## src/rtl/mem_stage_lsu.sv

```systemverilog
// Memory stage: forwards ALU results or runs one load/store over a req/gnt/rvalid bus,
// producing a registered writeback record. Optional `MEM_MISALIGN_TRAP_EN adds misaligned-access trapping.
module mem_stage_lsu #(
    parameter int XLEN      = 64,
    parameter int BUS_BYTES = 8
) (
    input  logic                   clk,
    input  logic                   rst,
    input  logic                   ex_valid,
    output logic                   ex_ready,
    input  logic [XLEN-1:0]        ex_alu_result,
    input  logic [XLEN-1:0]        ex_store_data,
    input  logic                   ex_is_load,
    input  logic                   ex_is_store,
    input  logic [1:0]             ex_size,
    input  logic                   ex_unsigned,
    input  logic [4:0]             ex_rd,
    input  logic                   ex_rd_wen,
    output logic                   mem_req,
    output logic                   mem_we,
    output logic [XLEN-1:0]        mem_addr,
    output logic [XLEN-1:0]        mem_wdata,
    output logic [BUS_BYTES-1:0]   mem_wmask,
    input  logic                   mem_gnt,
    input  logic                   mem_rvalid,
    input  logic [XLEN-1:0]        mem_rdata,
    output logic                   wb_valid,
    output logic [4:0]             wb_rd,
    output logic                   wb_wen,
    output logic [XLEN-1:0]        wb_data
`ifdef MEM_MISALIGN_TRAP_EN
    ,
    output logic                   wb_misalign
`endif
);

    localparam int OFF_W = $clog2(BUS_BYTES);

    typedef enum logic [1:0] {
        S_IDLE,
        S_REQ,
        S_WAIT
    } state_t;

    state_t state_q, state_d;

    // Op fields kept for the response phase while ex_* moves on.
    logic [1:0]       op_size_q, op_size_d;
    logic             op_unsigned_q, op_unsigned_d;
    logic [OFF_W-1:0] op_off_q, op_off_d;
    logic [4:0]       op_rd_q, op_rd_d;
    logic             op_rd_wen_q, op_rd_wen_d;

    logic                 mem_req_d, mem_we_d;
    logic [XLEN-1:0]      mem_addr_d, mem_wdata_d;
    logic [BUS_BYTES-1:0] mem_wmask_d;
    logic                 wb_valid_d, wb_wen_d;
    logic [4:0]           wb_rd_d;
    logic [XLEN-1:0]      wb_data_d;
`ifdef MEM_MISALIGN_TRAP_EN
    logic                 wb_misalign_d;
    logic                 misaligned;
`endif

    logic [OFF_W-1:0]       ex_off;
    logic                   ex_is_mem;
    logic [BUS_BYTES-1:0]   size_mask;
    logic [2*BUS_BYTES-1:0] wide_mask;
    logic [XLEN-1:0]        load_value;

    assign ex_ready  = (state_q == S_IDLE);
    assign ex_off    = ex_alu_result[OFF_W-1:0];
    assign ex_is_mem = ex_is_load | ex_is_store;

    always_comb begin
        case (ex_size)
            2'd0:    size_mask = BUS_BYTES'(8'h01);
            2'd1:    size_mask = BUS_BYTES'(8'h03);
            2'd2:    size_mask = BUS_BYTES'(8'h0F);
            default: size_mask = BUS_BYTES'(8'hFF);
        endcase
    end

    // Lanes shifted past the top byte fall into the upper half and are dropped.
    assign wide_mask = {{BUS_BYTES{1'b0}}, size_mask} << ex_off;

`ifdef MEM_MISALIGN_TRAP_EN
    always_comb begin
        case (ex_size)
            2'd0:    misaligned = 1'b0;
            2'd1:    misaligned = ex_off[0];
            2'd2:    misaligned = |ex_off[1:0];
            default: misaligned = |ex_off;
        endcase
    end
`endif

    function automatic logic [XLEN-1:0] load_extract(
        input logic [XLEN-1:0]  rdata,
        input logic [OFF_W-1:0] off,
        input logic [1:0]       size,
        input logic             is_unsigned
    );
        logic [XLEN-1:0] v;
        v = rdata >> {off, 3'b000};
        case (size)
            2'd0:    load_extract = is_unsigned ? {{(XLEN-8){1'b0}}, v[7:0]}
                                                : {{(XLEN-8){v[7]}}, v[7:0]};
            2'd1:    load_extract = is_unsigned ? {{(XLEN-16){1'b0}}, v[15:0]}
                                                : {{(XLEN-16){v[15]}}, v[15:0]};
            2'd2:    load_extract = is_unsigned ? {{(XLEN-32){1'b0}}, v[31:0]}
                                                : {{(XLEN-32){v[31]}}, v[31:0]};
            default: load_extract = v;
        endcase
    endfunction

    assign load_value = load_extract(mem_rdata, op_off_q, op_size_q, op_unsigned_q);

    // NOTE: every always_comb target gets a default first so no path leaves a latch behind.
    always_comb begin
        state_d       = state_q;
        op_size_d     = op_size_q;
        op_unsigned_d = op_unsigned_q;
        op_off_d      = op_off_q;
        op_rd_d       = op_rd_q;
        op_rd_wen_d   = op_rd_wen_q;
        mem_req_d     = mem_req;
        mem_we_d      = mem_we;
        mem_addr_d    = mem_addr;
        mem_wdata_d   = mem_wdata;
        mem_wmask_d   = mem_wmask;
        wb_valid_d    = 1'b0;
        wb_rd_d       = wb_rd;
        wb_wen_d      = wb_wen;
        wb_data_d     = wb_data;
`ifdef MEM_MISALIGN_TRAP_EN
        wb_misalign_d = 1'b0;
`endif

        case (state_q)
            S_IDLE: begin
                if (ex_valid && !ex_is_mem) begin
                    wb_valid_d = 1'b1;
                    wb_rd_d    = ex_rd;
                    wb_wen_d   = ex_rd_wen;
                    wb_data_d  = ex_alu_result;
`ifdef MEM_MISALIGN_TRAP_EN
                end else if (ex_valid && misaligned) begin
                    wb_valid_d    = 1'b1;
                    wb_rd_d       = ex_rd;
                    wb_wen_d      = 1'b0;
                    wb_data_d     = ex_alu_result;
                    wb_misalign_d = 1'b1;
`endif
                end else if (ex_valid) begin
                    op_size_d     = ex_size;
                    op_unsigned_d = ex_unsigned;
                    op_off_d      = ex_off;
                    op_rd_d       = ex_rd;
                    op_rd_wen_d   = ex_rd_wen;
                    mem_req_d     = 1'b1;
                    mem_we_d      = ex_is_store;
                    mem_addr_d    = {ex_alu_result[XLEN-1:OFF_W], {OFF_W{1'b0}}};
                    mem_wdata_d   = ex_is_store ? (ex_store_data << {ex_off, 3'b000}) : '0;
                    mem_wmask_d   = ex_is_store ? wide_mask[BUS_BYTES-1:0] : '0;
                    state_d       = S_REQ;
                end
            end
            S_REQ: begin
                if (mem_gnt) begin
                    mem_req_d = 1'b0;
                    if (mem_we) begin
                        wb_valid_d = 1'b1;
                        wb_rd_d    = op_rd_q;
                        wb_wen_d   = 1'b0;
                        wb_data_d  = '0;
                        state_d    = S_IDLE;
                    end else begin
                        state_d = S_WAIT;
                    end
                end
            end
            S_WAIT: begin
                if (mem_rvalid) begin
                    wb_valid_d = 1'b1;
                    wb_rd_d    = op_rd_q;
                    wb_wen_d   = op_rd_wen_q;
                    wb_data_d  = load_value;
                    state_d    = S_IDLE;
                end
            end
            default: state_d = S_IDLE;
        endcase
    end

    // NOTE: sequential state uses non-blocking assignments so all registers update from pre-edge values.
    always_ff @(posedge clk) begin
        if (!rst) begin
            state_q       <= S_IDLE;
            op_size_q     <= '0;
            op_unsigned_q <= 1'b0;
            op_off_q      <= '0;
            op_rd_q       <= '0;
            op_rd_wen_q   <= 1'b0;
            mem_req       <= 1'b0;
            mem_we        <= 1'b0;
            mem_addr      <= '0;
            mem_wdata     <= '0;
            mem_wmask     <= '0;
            wb_valid      <= 1'b0;
            wb_rd         <= '0;
            wb_wen        <= 1'b0;
            wb_data       <= '0;
`ifdef MEM_MISALIGN_TRAP_EN
            wb_misalign   <= 1'b0;
`endif
        end else begin
            state_q       <= state_d;
            op_size_q     <= op_size_d;
            op_unsigned_q <= op_unsigned_d;
            op_off_q      <= op_off_d;
            op_rd_q       <= op_rd_d;
            op_rd_wen_q   <= op_rd_wen_d;
            mem_req       <= mem_req_d;
            mem_we        <= mem_we_d;
            mem_addr      <= mem_addr_d;
            mem_wdata     <= mem_wdata_d;
            mem_wmask     <= mem_wmask_d;
            wb_valid      <= wb_valid_d;
            wb_rd         <= wb_rd_d;
            wb_wen        <= wb_wen_d;
            wb_data       <= wb_data_d;
`ifdef MEM_MISALIGN_TRAP_EN
            wb_misalign   <= wb_misalign_d;
`endif
        end
    end

endmodule

```

## config.mk

```make
export PLATFORM = sky130hd
export DESIGN_NAME = mem_stage_lsu
export DESIGN_NICKNAME = d
export VERILOG_FILES = /design/src/rtl/mem_stage_lsu.sv
export SDC_FILE = /design/constraint.sdc
export NUM_CORES = 1
export LEC_CHECK = 0
export CAP_MARGIN = 20
export CORE_ASPECT_RATIO = 0.5
export CORE_MARGIN = 2
export CORE_UTILIZATION = 40
export DETAILED_ROUTE_END_ITERATION = 8
export DONT_BUFFER_PORTS = 1
export GPL_TIMING_DRIVEN = 0
export PLACE_DENSITY_LB_ADDON = 0.08
export SLEW_MARGIN = 25
export SYNTH_ARGS = -nofsm -noshare
export SYNTH_HDL_FRONTEND = slang
export SYNTH_SLANG_ARGS = --single-unit
```

## constraint.sdc

```tcl
create_clock -name clk -period 4.2 [get_ports clk]
set_input_delay 0.42 -clock clk [delete_from_list [all_inputs] [get_ports clk]]
set_output_delay 0.42 -clock clk [all_outputs]
set_load 0.01 [all_outputs]
```

---- Word-level counts from Yosys, hierarchy flattened ----
Index checks and enable logic that the tools add are counted.
cells by class
  bitwise gates (word level) .............. 2
  equal/unequal tests ..................... 12
  divide/modulo/power cells ............... 0
  shift-type cells ........................ 3
  mux-type cells .......................... 37
  $mul .................................... 0
  add/sub/neg operators ................... 0
  $lt $le $gt $ge ......................... 0
  reductions and logical operators ........ 11
operator list
  cell                                            number
  2-to-1 mux 64 bit                               8
  one-hot mux 64 bit (3 select lines)             2
  << shifter 64 x 6 -> 64 bit                     1
  >> shifter 64 x 6 -> 64 bit                     1
  one-hot mux 8 bit (3 select lines)              1
  2-to-1 mux 5 bit                                4
  one-hot mux 5 bit (3 select lines)              1
  2-to-1 mux 1 bit                                11
  2-to-1 mux 2 bit                                5
  != test 2 bit (second input constant)           5
  2-to-1 mux 8 bit                                1
  AND reduction 4 bit                             2
  << shifter 8 x 3 -> 8 bit                       1
  == test 2 x 1 -> 1 bit (second input constant)  3
  == test 2 bit (second input constant)           3
  logical NOT 2 bit                               3
  one-hot mux 1 bit (3 select lines)              2
  one-hot mux 2 bit (3 select lines)              1
  AND reduction 5 bit                             1
  AND reduction 3 bit                             1
  nonzero test 3 bit                              1
  != test 2 x 1 -> 1 bit (second input constant)  1
  one-hot mux 1 bit (2 select lines)              1
  nonzero test 2 bit                              1
  4 further kinds                                 4
storage, ports and cells
  output and inout port bits .............. 210
  memories ................................ 0
  ROM bits ................................ 0
  RAM bits ................................ 0
  latch bits .............................. 0
  flip-flop bits (word level) ............. 220

---- Longest topological paths before layout ----
Gate-level depths: netlist (run 1).
  word-level depth ........................ 5
  mapped depth ............................ 9

---- Worst setup path after synthesis (run 1) ----
Ideal clock, no wire load.
  path type ............................... reg-to-reg
  from .................................... register state_q[0]
  to ...................................... register mem_wdata[0]
  arrival ................................. 2.149 ns
  period minus slack after synthesis ...... 2.214 ns
  path slack .............................. 1.986 ns
  path buffers ............................ 2
  cell stages (with the launch flop) ...... 10
  path through ............................ dfxtp_1 inv_1 ha_1 clkbuf_1 and3_1 clkbuf_1 nand2_1 nor3_1 a22oi_1 nor2_1
between the ends
  longest elaborated chain between the ends .. 2
ends and longest elaborated chain
  item                                  RTL line  source
  from (decl)                           45        state_t state_q, state_d;
  from (signal assigned)                218       state_q <= state_d;
  logical NOT 2 bit                     -
  via ex_ready                          10        output logic ex_ready,
  AND reduction 3 bit (no source line)  -
  to (signal assigned)                  227       mem_wdata <= mem_wdata_d;
  to (decl)                             22        output logic [XLEN-1:0] mem_wdata,
The timed path passes the listed nets, and every way through them passes these cells.
A chain may end at the register's enable or synchronous reset.

---- Worst setup path in the final report (run 1) ----
  from .................................... register op_off_q[0]
  to ...................................... register wb_data[34]
between the ends
  longest elaborated chain between the ends .. 5
ends and longest elaborated chain
  item                                   RTL line       source
  from (decl)                            50             logic [OFF_W-1:0] op_off_q, op_off_d;
  from (signal assigned)                 221            op_off_q <= op_off_d;
  >> shifter 64 x 6 -> 64 bit *          105            v = rdata >> {off, 3'b000};
  2-to-1 mux 64 bit (on tied branches)   111, 107, 109
  one-hot mux 64 bit (3 select lines) *  106            case (size)
  2-to-1 mux 64 bit *                    184            if (mem_rvalid) begin
  one-hot mux 64 bit (3 select lines) *  140            case (state_q)
  to (signal assigned)                   232            wb_data <= wb_data_d;
  to (decl)                              30             output logic [XLEN-1:0] wb_data
Mark *: on every way between the ends. The rest lies on a longest branch, timed or not. The select of a mux whose other input is x is not followed.

==> results.txt, run 1 <==
The critical path launch point type is a flop. The critical path contains buffers and inverters numbering 4 combined. In the final layout, the share of cells above drive strength 1 is about a tenth.

The power dissipated by switching net loads came out at 0.00349 W. The initial antenna violation count was 3. The TritonCTS sink count came out at 220.

The signal arrival time at the worst endpoint came out at around 3800 ps. Net switching is a little over two fifths of the power. After the last flow step, the layout net total stands at between 1,500 and 2,000. Counting stages on the worst path, the most repeated cell is buf_1.

The detailed-route wire length per cell is ~28 um. The number of failing hold endpoints at the final stage is 0. The routability-driven placement congestion ratio came out at roughly 0.94. In this design, the largest share of critical-path delay is due to buffers and inverters. The ratio of final minimum period to clock period is between 80% and 90%. The largest fanout on the critical path came out at 10. The maximum number of pins on one net before global-route repair came out at 15. For this block, the initial DRC count from the detailed router was approximately 1,100.

Buffers added to address setup during post-CTS repair amount to 0. The first-pass iteration count of the detailed router is 6. The total CTS buffers is 23.

The final critical path time including I/O delays and setup is between 3000 and 4000 ps. The power share of the clock group is roughly a quarter. Derived from the worst setup path, the maximum achievable clock frequency is roughly 300 MHz.

The wire length of the first global-routing pass is around 76,000 um. The path class of the tightest hold or removal check is in -> reg. The part of the total power dissipated in sequential elements came out at between 30% and 40%. The transition time at the pin with the least slew margin is 1020 ps.

The warning count from the yosys run is 0. The total routing usage reported by global routing came out at between 30 and 40%. The total power density per cell area came out at slightly below 600 mW/mm^2. The H-tree depth came out at 1.

Among all flip-flop cells after synthesis, the most frequent one is dfxtp_1. Yosys mapped the design onto 58 distinct sky130hd cell types. The top-level I/O count came out at ~420. The number of buffers inserted by port buffering came out at 0. The average instance area after synthesis is roughly 8.4 sq um. The post-route antenna net violation count came out at 0. The count of flip-flops with a built-in enable after synthesis came out at 0.

The maximum vdd drop came out at 0.403 mV. The tree is rooted in a clkbuf_16. The total of endpoints with negative setup slack in the final report is 0.

The effective utilization at floorplan came out at approximately 40%. The share of flip-flops with an asynchronous set or reset is 0%. The worst slew margin relative to its limit is about 32%.

The clock reaches the later pin of the worst-skew pair after between 500 and 600 ps. The sum of net half-perimeters after detailed placement is about 41,000 um. The post-synthesis instance area is 0.0119 sq mm. Sorting the synthesized cells by area gives the leading types as dfxtp_1 (37%), mux4_2 (8.9%), a21oi_1 (8.6%).

The number of pins with negative max-slew slack in the final report is 0. The worst setup path is captured at a flop. The run finished with clean final reports. Setup repair after global routing left no endpoint under its margin. The standard-cell row count came out at between 40 and 50. The area of the placeable core came out at approximately 0.029 sq mm. Sequential cells were found to cover between 30% and 40% of the synthesized design area.

The most area-hungry cell type in the Yosys netlist is dfxtp_1. In the final timing run, aggregate negative setup slack is 0 ps. The share of Yosys cell area claimed by the top area cell type came out at between 30% and 40%. The maximum buffer depth of the clock tree is 3. The routed wire length is 53,500 um. The required arrival time at the worst endpoint came out at roughly 4700 ps. TritonCTS built the clock tree. The number of global-route vias before repair was ~12,000.

In this run, synthesis produced a sequential element count of 220. The post-synthesis cell count came out at between 1,000 and 1,500. The post-layout utilization of the core came out at between 40% and 50%. The critical path goes through buf_2 > buf_1 > clkbuf_1 > buf_1 > mux2i_1 > nand2_1 > a211o_1 > o22ai_1. The clock transition time at the flip-flop clock pins of the worst setup and hold paths came out at roughly 60 ps. The peak per-stage delay on the critical path is roughly 650 ps. The via-per-instance ratio is between 6 and 7. After detailed routing, the number of remaining DRC violations is 0.

In this run the static leakage power is between 4 and 5 nW. The power share of the combinational group is a little over a third. The floorplan die area came out at between 0.03 and 0.04 sq mm.

For this run the aggregate overflow at the end of global routing stands at 0. Clock skew on the completed layout was measured at between 10 and 15 ps. The internal power contribution came out at between 0.004 and 0.005 W.

The layout overhead on the synthesized area is 15.1%. The cell with the largest stage delay on the worst path is buf_1. Detailed routing inserted a total of approximately 12,000 vias. The number of max-capacitance violations reported is 0. The width of the die is ~250 um.

The critical path in this run is classified as reg -> reg. The chip height is roughly 130 um.
[placed cells by master (no fill, tap or decap), types with 6 or more instances in the layout]
cell           instances
a31oi_1                7
mux2_2                24
o21ai_0               97
clkbuf_1             108
a22oi_1               62
a21oi_1              206
nor3_1                24
nor2b_1               17
dlygate4sd3_1         57
a211oi_1               9
a2bb2oi_1              7
a32oi_1                7
nand2b_1              25
o22ai_1               24
buf_2                 17
clkbuf_16             23
nor2_1                80
mux4_2                47
mux2i_1               78
buf_1                 15
a311o_1                6
a221oi_1               8
a211o_1                7
nand2_1              238
dfxtp_1              220
o2bb2ai_1             16
[worst paths after layout]
check | startpoint | endpoint | slack (ps) | cells past startpoint
max | op_off_q[0] | wb_data[34] | 840 | 8
min | ex_alu_result[44] | mem_addr[44] | 10 | 2
max reg2reg | op_off_q[0] | wb_data[34] | 840 | 8
min reg2reg | op_rd_q[3] | op_rd_q[3] | 450 | 2
[synthesized netlist by cell type (all sizes together), types with 6 or more instances]
library cell,n
nand2,238
dfxtp,220
a21oi,206
clkbuf,102
o21ai,97
nor2,81
mux2i,78
a22oi,62
mux4,47
buf,37
nor3,28
nand2b,25
mux2,24
o22ai,24
nor2b,17
o2bb2ai,16
a221oi,11
a211oi,9
or3b,9
a211o,7
a2bb2oi,7
a31oi,7
a32oi,7
a311o,6
[power by group through the flow]
stage	registers (W)	logic (W)	clock network [W]
2_1_floorplan	0.00303	0.00195	0
3_3_place_gp	0.00320	0.00276	0
3_5_place_dp	0.00321	0.00279	0
4_1_cts	0.00317	0.00285	0.00205
5_1_grt	0.00320	0.00315	0.00215
6_report	0.00317	0.00290	0.00202
[state kept, by name, summed over array words and instances, names as in the netlist]
name and cells:
mem_addr 61, mem_req 1, mem_wdata 64, mem_we 1, mem_wmask 8, op_off_q 3
op_rd_q 5, op_rd_wen_q 1, op_size_q 2, op_unsigned_q 1, state_q 2, wb_data 64
wb_rd 5, wb_valid 1, wb_wen 1
[logic make-up after synthesis]
family / after synthesis / synth area share, %
AOI/OAI and AO/OA: 479 / 24.6
adders and majority gates: 4 / 0.419
buffers and inverters: 146 / 4.93
DFF: 220 / 36.9
muxes: 149 / 17.7
other: 1 / 0.0314
and+or+nand+nor: 418 / 15.4
[per-stage QoR]
step                      worst slack, ps  std cells  total power (W)  instance area, sq um  hold WS (ps)
after CTS                            1000       1908          0.00807                 13700         0.268
after floorplan                      1990       1419          0.00498                 11900           432
after global routing                  805       1909          0.00850                 13700          3.81
after detailed placement             1050       1810          0.00600                 12400           446
after global placement               1010       1810          0.00596                 12400           441
final                                 840       1911          0.00809                 13700          12.0
[what timing repair did]
action | 4_1_cts | 5_1_grt
setup endpoints to repair | 0 | 0
hold buffers | 57 | 0
endpoints found under the hold margin | 57 | 0
resized for setup | 0 | 0
[routing by layer]
layer  track usage [%]  vias up  part of all wire [%]
li1                  -     5335                     -
met1              41.7     5749                    40
met2              52.9      633                    46
met3              10.2      109                   9.6
met4              10.3        2                   3.5
met5                 0        -                 0.024
[area by class of cell]
type,instances,area (sq um)
inverters,7,26.3
flip-flops and latches,220,4400
plain buffers,139,562
well taps,391,489
clock buffers,32,639
multi-input cells,1053,6960
diodes,3,7.51
repair buffers,57,571
fillers,2900,15400
clock inverters,9,72.6
Note: power is estimated with default switching activity, not from simulation.
==> run 2: changes to the inputs <==
- clock period: 4.2 -> 2.9 ns (I/O delays scaled with it)
==> results.txt, run 2 (synthesis gave the netlist of run 1 again) <==
The type of element capturing the critical path was a flop (unchanged). The first-pass iteration count of the detailed router came out at 7 (was 6). The via-per-instance ratio came out at 6.17 (was 6.19). The global-route track usage on met3 came out at 10.4% (was 10.2%).

The depth of the worst register-to-register path is 8 (unchanged). The number of failing hold endpoints at the final stage is 0 (unchanged). The detailed-route wire length per cell came out at 27.8 um (was 28.0 um).

The number of remaining DRC errors came out at 0 (unchanged). The number of global-route vias before repair came to 11,600 (about the same). The area of the placeable core came to 0.0292 sq mm (unchanged). The number of buffers inserted by port buffering is 0 (unchanged).

The TritonCTS sink count is 220 (unchanged). The total of endpoints with negative setup slack in the final report came out at 0 (unchanged). The number of pins with negative max-slew slack in the final report was 0 (unchanged). The clock transition time at the flip-flop clock pins of the worst setup and hold paths came out at 70 ps (was 60 ps). The end of the worst register-to-register path is wb_data[22] (was wb_data[34]). The worst setup path category is reg -> reg (unchanged). The maximum number of pins on one net before global-route repair came out at 15 (unchanged). The commonest non-fill, non-tap cell in the layout is nand2_1 (unchanged). The peak per-stage delay on the critical path is 420 ps (was 650 ps).

The setup TNS is 0 ps (unchanged). The clock latency of the later-clocked register in the worst-skew pair is 550 ps (about the same). The floorplan die area is 0.0313 sq mm (unchanged). The routability-driven placement congestion ratio came out at 0.940 (unchanged). The global-route met1 utilization is 41.7% (about the same). The proportion of layout cells with a drive suffix above 1 is 10.7% (was 9.62%).

The transition time at the pin with the least slew margin came to 964 ps (was 1020 ps). The critical path launch point type is a flop (unchanged). The achievable clock frequency came to 362 MHz (was 298 MHz). The total CTS buffers was 23 (unchanged).

The register-to-register setup slack came out at 140 ps (was 840 ps). The startpoint of the tightest hold check path was mem_rdata[62] (was ex_alu_result[44]). The post-route antenna net violation count is 0 (unchanged). The effective utilization at floorplan came out at 40.9% (unchanged). The number of nets in the final layout came to 1,735 (was 1,713).

The most utilized layer in the global route result is met2 (unchanged). The post-route standard cell area excluding fillers is 0.0140 sq mm (was 0.0137 sq mm). The wire length of the first global-routing pass is 76,800 um (was 76,500 um). The top-level I/O count is 418 (unchanged). The worst slew margin relative to its limit is 35.8% (was 32.3%). The filler cell count is 2,870 (was 2,900). The start of the worst register-to-register path is state_q[0] (was op_off_q[0]). The largest fanout on the critical path is 10 (unchanged). The required arrival time at the worst endpoint is 3320 ps (was 4660 ps).

The total routing usage reported by global routing is 32.9% (was 32.7%). The maximum buffer depth of the clock tree is 3 (unchanged). The total grt overflow came out at 0 (unchanged).

The ratio of final minimum period to clock period came out at 95.3% (was 80.0%). The initial antenna violation count came to 2 (was 3). The number of max-capacitance violations reported was 0 (unchanged). The layout overhead on the synthesized area came out at 17.3% (was 15.1%). The via total after detailed routing is 11,900 (was 11,800).

The cell with the largest stage delay on the worst path is nor3_4 (was buf_1). Run status: completed (unchanged). The buffering stage count on the worst path with inverters included is 3 (was 4).

The cell class contributing the biggest share of worst-path delay is buffers and inverters (unchanged). The static leakage power came to 4.77 nW (was 4.63 nW). Cells along the critical path: inv_1 > ha_1 > nor2b_1 > a2111o_1 > clkbuf_2 > nor3_4 > buf_2 > a31oi_1 (was buf_2 > buf_1 > clkbuf_1 > buf_1 > mux2i_1 > nand2_1 > a211o_1 > o22ai_1). The total power density per cell area is 846 mW/mm^2 (was 589 mW/mm^2). The final critical path time including I/O delays and setup came out at 2760 ps (was 3360 ps).

The end point of the worst hold path is wb_data[62] (was mem_addr[44]). The maximum vdd drop is 0.588 mV (was 0.403 mV). The chip height came to 126 um (unchanged).

The clock tree from TritonCTS is built (unchanged). Commonest cells after routing, fill and taps aside: nand2_1 (237), dfxtp_1 (220), a21oi_1 (206) (was nand2_1 (238), dfxtp_1 (220), a21oi_1 (206)). The width of the die is 248 um (unchanged). The standard-cell row count came out at 44 (unchanged).

The number of violations reported at the end of detailed-routing iteration 0 came out at 1,099 (was 1,102). Largest registers: mem_wdata x64, wb_data x64, mem_addr x61 (unchanged). The cell count of the worst hold path came to 3 (was 2). The class of the tightest hold or removal check is in -> reg (unchanged).

The area after detailed placement is 0.0124 sq mm (unchanged). The root cell of the clock tree is clkbuf_16 (unchanged). The H-tree depth came out at 1 (unchanged).

The sum of net half-perimeters after detailed placement is 41,300 um (unchanged). The worst-case clock skew came out at 14.6 ps (was 10.6 ps). The routed wire length is 53,700 um (was 53,500 um).

The global routing usage on met2 was 53.2% (was 52.9%). The signal arrival time at the worst endpoint came out at 3180 ps (was 3820 ps).
## run 2: cell count changes in the layout (fill, tap and decap cells not counted), sizes merged
| cell | previous run | this run |
|---|---|---|
| buf | 37 | 34 |
| clkbuf | 134 | 139 |
| dlygate4sd3 | 57 | 77 |
## run 2: layout make-up
| class | instances | area, sq um | share of cell area [%] |
|---|---|---|---|
| clock buffers | 32 | 639 | 4.57 |
| repair buffers | 79 | 786 | 5.61 |
| flip-flops and latches | 220 | 4400 | 31.5 |
| inverters | 7 | 26.3 | 0.188 |
| plain buffers | 139 | 581 | 4.15 |
| well taps | 391 | 489 | 3.50 |
| multi-input cells | 1053 | 6990 | 50.0 |
| clock inverters | 9 | 72.6 | 0.518 |
| diodes | 3 | 7.51 | 0.0536 |
## run 2: worst max-delay path by stage
stage / from / to / slack, ps / cells past startpoint
4_1_cts: state_q[0] / wb_data[60] / 60 / 8
3_5_place_dp: op_off_q[0] / wb_data[34] / -250 / 8
6_report: state_q[0] / wb_data[22] / 140 / 8
3_3_place_gp: op_off_q[0] / wb_data[34] / -290 / 8
2_1_floorplan: state_q[0] / mem_wdata[0] / 690 / 9
5_1_grt: state_q[0] / mem_wdata[17] / -7 / 9
## run 2: timing repair
item / in CTS / in global routing
gates resized for setup: 10 / 16
endpoints found under the setup margin: 103 / 50
buffers inserted: 2 / 0
pin swaps: 1 / 0
hold endpoints to repair: 140 / 0
hold buffers: 77 / 0
## run 2: where the power goes
part	internal [W]	total (W)	switching, W	leakage (nW)
clock	0.00157	0.00295	0.00138	0.352
combinational	0.00145	0.00431	0.00286	2.62
sequential	0.00371	0.00459	0.000874	1.80
## run 2: tightest hold or removal path, stage by stage
cell,delay (ps)
a21oi_1,100
nor3_1,50
o2bb2ai_1,100
## run 2: through the flow
step	worst slack, ps	utilization (%)	cells	hold slack (ps)	power, W
after floorplan	686	-	1419	426	0.00721
after global placement	-291	42.6	1810	428	0.00863
after detailed placement	-249	42.6	1810	431	0.00869
after CTS	62.8	47.8	1930	30.1	0.0118
after global routing	-7.34	48.0	1931	34.9	0.0124
final	137	48.0	1933	44.3	0.0118
## run 2: routing by layer
metal | vias up | part of all wire [%]
met4 | 0 | 3.5
met2 | 632 | 46
li1 | 5395 | -
met1 | 5791 | 40
met3 | 111 | 10
met5 | - | 0
